[src/rtl/ifetch.sv]
// rtl/ifetch.sv - single-stage instruction fetch with IF/ID register, redirect and stall handling
module ifetch #(
    parameter logic [31:0] RESET_PC  = 32'h0000_0000,
    parameter logic [31:0] NOP_INSTR = 32'h0000_0013
) (
    input  logic        clk,
    input  logic        rst,
    input  logic        fetch_en,
    input  logic        redirect_valid,
    input  logic [31:0] redirect_pc,
    output logic [31:0] imem_addr,
    input  logic [31:0] imem_rdata,
    output logic        out_valid,
    input  logic        out_ready,
    output logic [31:0] out_pc,
    output logic [31:0] out_instr,
    output logic        out_misalign,
    output logic [31:0] fetch_cnt
);

    logic [31:0] pc_q, pc_d;
    logic        out_valid_q, out_valid_d;
    logic [31:0] out_pc_q, out_pc_d;
    logic [31:0] out_instr_q, out_instr_d;
    logic        out_misalign_q, out_misalign_d;
    logic        mis_pend_q, mis_pend_d;
    logic [31:0] fetch_cnt_q, fetch_cnt_d;
    logic        load;
    logic        handshake;

    assign load      = fetch_en && (!out_valid_q || out_ready) && !redirect_valid;
    assign handshake = out_valid_q && out_ready;

    always_comb begin
        pc_d           = pc_q;
        out_valid_d    = out_valid_q;
        out_pc_d       = out_pc_q;
        out_instr_d    = out_instr_q;
        out_misalign_d = out_misalign_q;
        mis_pend_d     = mis_pend_q;
        fetch_cnt_d    = handshake ? fetch_cnt_q + 32'd1 : fetch_cnt_q;

        // A redirect squashes the stage even if decode takes it this cycle; the handshake still counts.
        if (redirect_valid) begin
            pc_d        = {redirect_pc[31:2], 2'b00};
            out_valid_d = 1'b0;
            out_instr_d = NOP_INSTR;
            mis_pend_d  = (redirect_pc[1:0] != 2'b00);
        end else if (load) begin
            out_instr_d    = imem_rdata;
            out_pc_d       = pc_q;
            out_valid_d    = 1'b1;
            out_misalign_d = mis_pend_q;
            mis_pend_d     = 1'b0;
            pc_d           = pc_q + 32'd4;
        end else if (out_ready) begin
            out_valid_d = 1'b0;
        end
    end

    always_ff @(posedge clk) begin
        if (rst) begin
            pc_q           <= RESET_PC;
            out_valid_q    <= 1'b0;
            out_pc_q       <= 32'd0;
            out_instr_q    <= NOP_INSTR;
            out_misalign_q <= 1'b0;
            mis_pend_q     <= 1'b0;
            fetch_cnt_q    <= 32'd0;
        end else begin
            pc_q           <= pc_d;
            out_valid_q    <= out_valid_d;
            out_pc_q       <= out_pc_d;
            out_instr_q    <= out_instr_d;
            out_misalign_q <= out_misalign_d;
            mis_pend_q     <= mis_pend_d;
            fetch_cnt_q    <= fetch_cnt_d;
        end
    end

    assign imem_addr    = pc_q;
    assign out_valid    = out_valid_q;
    assign out_pc       = out_pc_q;
    assign out_instr    = out_instr_q;
    assign out_misalign = out_misalign_q;
    assign fetch_cnt    = fetch_cnt_q;

endmodule
[config.mk]
export PLATFORM = sky130hd
export DESIGN_NAME = ifetch
export DESIGN_NICKNAME = d
export VERILOG_FILES = /design/src/rtl/ifetch.sv
export SDC_FILE = /design/constraint.sdc
export NUM_CORES = 1
export LEC_CHECK = 0
export ABC_AREA = 1
export BUFFER_PORTS_ARGS = -buffer_cell sky130_fd_sc_hd__buf_2
export CORE_ASPECT_RATIO = 2
export CORE_MARGIN = 10
export CORE_UTILIZATION = 45
export DETAILED_ROUTE_END_ITERATION = 10
export PLACE_DENSITY_LB_ADDON = 0.3
export SYNTH_ARGS = -nofsm -noshare
export SYNTH_HDL_FRONTEND = slang
export SYNTH_SLANG_ARGS = --single-unit
[constraint.sdc]
create_clock -name clk -period 1.8 [get_ports clk]
set_clock_uncertainty 0.15 [all_clocks]
set_input_delay 0.54 -clock clk [delete_from_list [all_inputs] [get_ports clk]]
set_output_delay 0.54 -clock clk [all_outputs]
set_load 0.005 [all_outputs]
== After elaboration in Yosys (flattened, before gate mapping) ==
Index checks and enable logic that the tools add are counted.
Widths: inputs -> output; s select.

* Register bits after elaboration: 131
* Output and inout port bits: 130
* Bits of input ports: 69
* Word-level logic and storage cells: 28

* Reduce and logical (&&, ||, !) cells: 11
* Bitwise logic cells: 1
* $add $sub $neg: 2
* Muxes and demuxes: 6

{| class="wikitable"
|+ Operators by type and width
! cell !! number
|-
| $mux 32 || 2
|-
| $add 32x1->32 const B || 1
|-
| $add 32x3->32 const B || 1
|-
| $reduce_bool 2->1 || 3
|-
| $mux 1 || 4
|-
| $logic_and 1x1->1 || 3
|-
| $logic_not 1->1 || 2
|-
| $reduce_and 2->1 || 1
|-
| $reduce_or 2->1 || 1
|-
| $logic_or 1x1->1 || 1
|-
| $not 1->1 || 1
|}

== Longest topological paths before layout ==
Gate-level depths: netlist of run 1.

* Depth in word-level cells: 6
* Mapped depth: 12
* Mapped depth without buffers: 11

== Worst setup path after synthesis of run 1 ==
No wires, ideal clock.

* Path type: input -> register
* From: input redirect_valid
* To: register out_pc_q[15], in the netlist out_pc[15]
* Setup time: 0.116 ns
* Arrival time: 1.388 ns
* Required time: 1.534 ns
* Path slack: 0.146 ns
* Stages: 7
* Path buffers: 3
* Cells stage by stage: buf_2 -> inv_4 -> nand3_4 -> inv_2 -> buf_4 -> buf_4 -> o211a_1

* Cells in the longest elaborated chain, start to end: 3
* Elaborated cells between the ends (all ways): 4
* Classes of those cells: 1 x bitwise; 3 x reduce/logical

{| class="wikitable"
|+ Ends and longest elaborated chain
! what !! RTL line !! text
|-
| start, declared || 9 || <nowiki>input logic redirect_valid,</nowiki>
|-
| $logic_not 1->1 || 31 || <nowiki>assign load = fetch_en && (!out_valid_q || out_ready) && !redirect_valid;</nowiki>
|-
| $logic_and 1x1->1 || 31 ||
|-
| $reduce_and 2->1 (no source line) * || - ||
|-
| end signal, assigned || 73 || <nowiki>out_pc_q <= out_pc_d;</nowiki>
|-
| end, declared || 23 || <nowiki>logic [31:0] out_pc_q, out_pc_d;</nowiki>
|}

Mark *: on every way between the ends. The rest lies on a longest branch, timed or not.
A chain may end at the register's enable or synchronous reset.

== Worst setup path after layout of run 1 ==
* From: register pc_q[4], in the netlist imem_addr[4]
* To: output imem_addr[4]

{| class="wikitable"
|+ RTL lines
! what !! RTL line !! text
|-
| start, declared || 21 || <nowiki>logic [31:0] pc_q, pc_d;</nowiki>
|-
| start signal, assigned || 71 || <nowiki>pc_q <= pc_d;</nowiki>
|-
| end, declared || 11 || <nowiki>output logic [31:0] imem_addr,</nowiki>
|}

No word-level cell between the ends.

==> results of run 1 <==
## critical path, stage by stage, from the launching register on
cell     delay [ns]
dfxtp_1        0.40
buf_4          0.16
buf_2          0.11
## layer usage
layer / share of wire, % / up-vias
li1: - / 3301
met1: 36 / 3001
met2: 53 / 211
met3: 7.4 / 44
met4: 3.7 / 0
met5: 0 / -
## repair_timing
action / CTS / global route
resized for setup: 0 / 18
setup buffers: 0 / 6
endpoints found under the setup margin: 0 / 24
## area by class of cell
| cell class | instances | area share [%] |
|---|---|---|
| multi-input combinational | 618 | 35.9 |
| sequential | 127 | 30.6 |
| timing repair buffer | 272 | 19.6 |
| clock buffer | 19 | 5.31 |
| inverter | 97 | 4.39 |
| tap | 152 | 2.28 |
| clock inverter | 12 | 1.93 |
| antenna | 1 | 0.0300 |
## worst max-delay path by stage
stage	startpoint	end	slack [ns]	depth (start not counted)
final	imem_addr[4]	imem_addr[4]	0.03	2
after global placement	out_ready	imem_addr[9]	-0.05	10
after global routing	imem_addr[2]	imem_addr[30]	-0.03	10
after CTS	imem_addr[2]	imem_addr[20]	0.004	10
after floorplan	redirect_valid	out_pc[15]	0.15	7
after detailed placement	out_ready	imem_addr[9]	-0.10	10
## cell usage after synthesis (2+ instances only)
| master | n |
|---|---|
| nand3_1 | 44 |
| buf_2 | 11 |
| nor4_1 | 2 |
| o21a_1 | 2 |
| nand2_1 | 212 |
| nor3_1 | 13 |
| nand3_4 | 4 |
| nor2_2 | 6 |
| ha_1 | 2 |
| nand2_2 | 9 |
| o21ai_1 | 4 |
| nor3_2 | 3 |
| buf_6 | 2 |
| buf_4 | 9 |
| xnor2_1 | 3 |
| a21oi_1 | 59 |
| clkbuf_1 | 16 |
| a31oi_1 | 6 |
| nor2_4 | 10 |
| xor2_1 | 7 |
| nor2_1 | 136 |
| o211ai_1 | 3 |
| dfxtp_1 | 127 |
| nand3b_1 | 2 |
| o21ai_0 | 66 |
| nand4_1 | 11 |
| inv_2 | 2 |
| inv_1 | 93 |
## sequential cells by signal, indices dropped and copies added, names as in the netlist
| name | cells |
|---|---|
| fetch_cnt | 32 |
| out_instr | 32 |
| imem_addr | 30 |
| out_pc | 30 |
| mis_pend_q | 1 |
| out_misalign | 1 |
| out_valid | 1 |
## metrics by stage
step	power, mW	worst slack [ns]	util [%]	hold WS, ns
after floorplan	3.38	0.146	-	0.289
after global placement	3.77	-0.0481	58.4	0.289
after detailed placement	3.78	-0.105	58.4	0.295
after CTS	7.31	0.00364	63.0	0.179
after global routing	7.54	-0.0266	63.9	0.179
final	7.26	0.0257	63.9	0.183
## layout by cell type (no fill, tap or decap), drive strengths merged
cell        n
nand3      49
diode       1
clkinv      5
nor3b       1
nand4      11
nand2     221
clkinvlp    3
a22o        1
nor2      153
o221ai      1
a21oi      60
a31oi       6
dfxtp     127
o211a       1
nand3b      3
bufinv      3
clkbuf     19
conb        4
a21boi      1
o21a        2
ha          2
inv        98
o211ai      3
o21ai      70
xor2        7
or2         1
buf       272
xnor2       3
nor3       16
nor4        2
## power by group through the flow
stage               Combinational (mW)  Clock, mW  Sequential, mW
finish                           0.736       3.53            2.99
global route                     0.819       3.72            3.00
CTS                              0.737       3.59            2.98
detailed placement               0.733          0            3.04
global placement                 0.725          0            3.04
floorplan                        0.324          0            3.06
## kinds of logic after synthesis
kind of cell	Yosys count	share of synthesized area [%]
compound gates	145	12.6
xor+xnor	10	1.45
fa+ha+maj	2	0.414
buf+inv	136	9.53
flops	127	42.0
other cells	1	0.0620
simple gates	457	33.9
==> metrics.csv, run 1 <==
metric;value;unit
Post-Synthesis Cells;878;
initial antenna violation count;1;
GPL Wtd Cong;0.934;
routed vias;6557;
chip height;184;um
met1 GRT Util;20.8;%
leakage;4.13;nW
vias in the first global route;6531;
sw frac;24.7;%
Worst Path Required;1.11;ns
Core Region;13100;um2
DR DRC count;0;
CTS sink count;127;
hold buffer count at cts;0;
global-route wire length before repair;32.1;mm
r2r endpoint;imem_addr[25];
sequential cell area;2550;um2
routed len/inst;15.7;um
synth warn;0;
grt total ovfl;0;
top-area cell type share of the netlist area;42.0;%
Max Cap Violations;0;
asr flop ratio synth;0;%
period utilisation layout;98.6;%
Max Transition Viols Final;0;
CTS tree;built;
Reg clk slew, reported paths;0.06;ns
worst r2r src;imem_addr[4];
post-synth cell types;42;
Reg power frac;41.2;%
Fin. Hold Viols;0;
Critical Path End Type;output port;
final wirelength;20.3;mm
Pint;5.47;mW
Die ar.;18800;um2
Comb power frac;10.1;%
hold worst-path end;out_instr[0];
Hold Path Cell Cnt;3;
dpl hpwl;15.6;mm
placed inst area;7630;um2
CP Class;flop to output port;
Starting DRT DRC Count;342;
busiest layer in global routing;met2;
CP max FO;4;
Setup violations, final;0;
r2r setup slk;0.10;ns
final instance area;8340;um2
minimum clock period;1.77;ns
Layout area overhead;37.9;%
Post-synth EDFFs;0;
CTS buffer count;17;
Pre-antenna DRT Iters;5;
outcome;finished clean;
Root Driver;clkbuf_16;
largest net degree at the start of global routing;55;
vias per cell;5.05;
CP Launch Type;flop;
Min-Delay Startpoint;imem_rdata[0];
Clock power frac;48.7;%
R2R cell count;9;
Most used DFF post-synth;dfxtp_1;
sw power;1.79;mW
post-route ant nets;0;
count of state elements after synthesis;127;
Setup TNS;0;ns
M2 GR Usage;39.2;%
top area cells in the synthesized netlist;dfxtp_1 42%, nand2_1 13%, nor2_1 8.4%, inv_1 5.8%, o21ai_0 5.5%;
Starting Density;46.3;%
FP Rows;59;
Clk Latency, worst-skew pair;0.41;ns
achievable frequency;0.564;GHz
Hold Path Class;input port to flop;
Port-buffer cells;194;
synthesized cell area;6050;um2
GR Util met3;7.12;%
nets;1204;
placed cells;1260;
H-tree depth;4;
Seq/Total Area, Yosys;42.0;%
all-layer global routing usage;21.4;%
cell taking the most area after synthesis;dfxtp_1;
crit path DAT;1.08;ns
CTS max path bufs;2;
share of layout cells above drive strength 1;30.8;%
area of the multi-input gates;2990;um2
post-synthesis area per instance;6.89;um2
Non-Filler Instances;1298;
die width;102;um
Max IR drop VDD;0.639;mV
Pwr Density;870;nW/um2
# IOs;199;
Fill cells;1215;
(Power assumes the default switching activity.)
==> run 2, diff against run 1 <==
- PLACE_DENSITY: not set -> 0.74
- PLACE_DENSITY_LB_ADDON: 0.3 -> not set
- SLEW_MARGIN: not set -> 25
==> run 2 against run 1 <==
Compared with the run above:
- core utilization is 0.46 points lower
- sequential share of layout area is 0.24 points higher
- total power is 0.38% lower
- flip-flop and latch count stayed put
- clock power hardly changed
- via count is 0.18% lower
- maximum frequency is 0.79% higher
- first-iteration DRC count is 2.3% higher
- setup slack better by 0.014 ns
- sequential power hardly changed
- critical path type unchanged
- critical endpoint is now imem_addr[24]
- largest power group unchanged
- highest routed layer unchanged
==> metrics.csv, run 2 (synthesis gave the netlist of run 1 again) <==
metric;value;unit;change
CP Class;flop to output port;;
FP Rows;59;;unchanged
Fill cells;1197;;-1.5%
achievable frequency;0.568;GHz;+0.79%
Die ar.;18800;um2;unchanged
area of the multi-input gates;2970;um2;-0.67%
post-route ant nets;0;;unchanged
grt total ovfl;0;;unchanged
Max IR drop VDD;0.680;mV;+6.3%
Clk Latency, worst-skew pair;0.42;ns;about the same
outcome;finished clean;;
# IOs;199;;unchanged
Port-buffer cells;194;;unchanged
DR DRC count;0;;unchanged
Fin. Hold Viols;0;;unchanged
Root Driver;clkbuf_16;;
Design Power;7.23;mW;-0.38%
setup ws final;0.0396;ns;+0.0138 ns
crit path DAT;1.07;ns;about the same
routed len/inst;15.6;um;-0.21%
period utilisation layout;97.8;%;-0.77 points
Worst Path Required;1.11;ns;about the same
CTS tree;built;;
most frequent cells in the layout;211 x nand2_1, 194 x buf_2, 134 x nor2_1, 122 x dfxtp_1, 93 x inv_1;;
hold_ws;0.176;ns;-0.00704 ns
Starting DRT DRC Count;350;;+2.3%
minimum clock period;1.76;ns;-0.0138 ns
CTS max path bufs;2;;unchanged
CP Launch Type;flop;;
CTS sink count;127;;unchanged
sequential cell area;2550;um2;about the same
nets;1198;;-0.50%
Max Transition Viols Final;0;;unchanged
initial antenna violation count;1;;unchanged
vias in the first global route;6625;;+1.4%
Core Region;13100;um2;unchanged
share of layout cells above drive strength 1;30.5;%;-0.30 points
routed vias;6545;;-0.18%
placed inst area;7630;um2;about the same
H-tree depth;4;;unchanged
Pre-antenna DRT Iters;6;;+1
Reg clk slew, reported paths;0.06;ns;about the same
final wirelength;20.2;mm;-0.60%
chip height;184;um;unchanged
all-layer global routing usage;21.4;%;-0.029 points
leakage;4.11;nW;-0.47%
Layout area overhead;36.9;%;
hold buffer count at cts;0;;unchanged
RSZ-0062 raised after global routing;yes;;
CTS buffer count;17;;unchanged
Pwr Density;873;nW/um2;+0.34%
Critical Path End Type;output port;;
vias per cell;5.06;;+0.20%
leading cell type in the layout, fill and taps excluded;nand2_1;;
CP max FO;5;;+1
dpl hpwl;15.6;mm;-0.13%
die width;102;um;unchanged
Place WS;-0.0641;ns;+0.0404 ns
Hold Path Class;input port to flop;;
Starting Density;46.3;%;unchanged
GPL Wtd Cong;0.894;;-4.4%
Max Cap Violations;0;;unchanged
final instance area;8280;um2;-0.72%
largest net degree at the start of global routing;36;;-35%
Setup violations, final;0;;unchanged
global-route wire length before repair;32.2;mm;+0.32%
run 2: cell type report:
| type | count | area share (%) |
|---|---|---|
| Clock buffer | 17 | 5.14 |
| Antenna cell | 1 | 0.0302 |
| Tap cell | 152 | 2.30 |
| Multi-Input combinational cell | 618 | 35.9 |
| Timing Repair Buffer | 266 | 19.3 |
| Clock inverter | 15 | 2.10 |
| Inverter | 97 | 4.43 |
| Sequential cell | 127 | 30.8 |
run 2: critical path: stages (launching register included):
cell	delay (ns)
dfxtp_1	0.36
buf_4	0.16
buf_2	0.14
run 2: path summary, 6_finish.rpt:
kind,startpoint,to,slack (ns),cells after the start
worst max-delay path,imem_addr[24],imem_addr[24],0.04,2
worst min-delay path,imem_rdata[1],out_instr[1],0.18,3
worst max register to register,fetch_cnt[1],fetch_cnt[28],0.10,10
worst min register to register,out_instr[15],out_instr[15],0.31,2
run 2: report_power, final:
| group | switching [mW] | internal [mW] |
|---|---|---|
| Sequential | 0.0731 | 2.92 |
| Combinational | 0.405 | 0.327 |
| Clock | 1.42 | 2.09 |
run 2: timing repair:
| action | 4_1_cts | 5_1_grt |
|---|---|---|
| setup endpoints to repair | 0 | 24 |
| resized for setup | 0 | 14 |
| setup buffers | 0 | 1 |
| hold endpoints to repair | 0 | 0 |
run 2: through the flow:
step	util (%)	TNS, ns	instances
after floorplan	-	0	881
after global placement	58.4	-0.00836	1259
after detailed placement	58.4	-0.188	1259
after CTS	63.0	0	1291
after global routing	63.4	-0.0154	1293
final	63.4	0	1293
run 2: layer usage:
layer	track usage (%)	share of wire (%)	routed length [um]
met4	9.76	3.4	678
met3	7.27	7.9	1590
met5	0	0	0
met2	39.1	53	10800
met1	20.8	35	7130
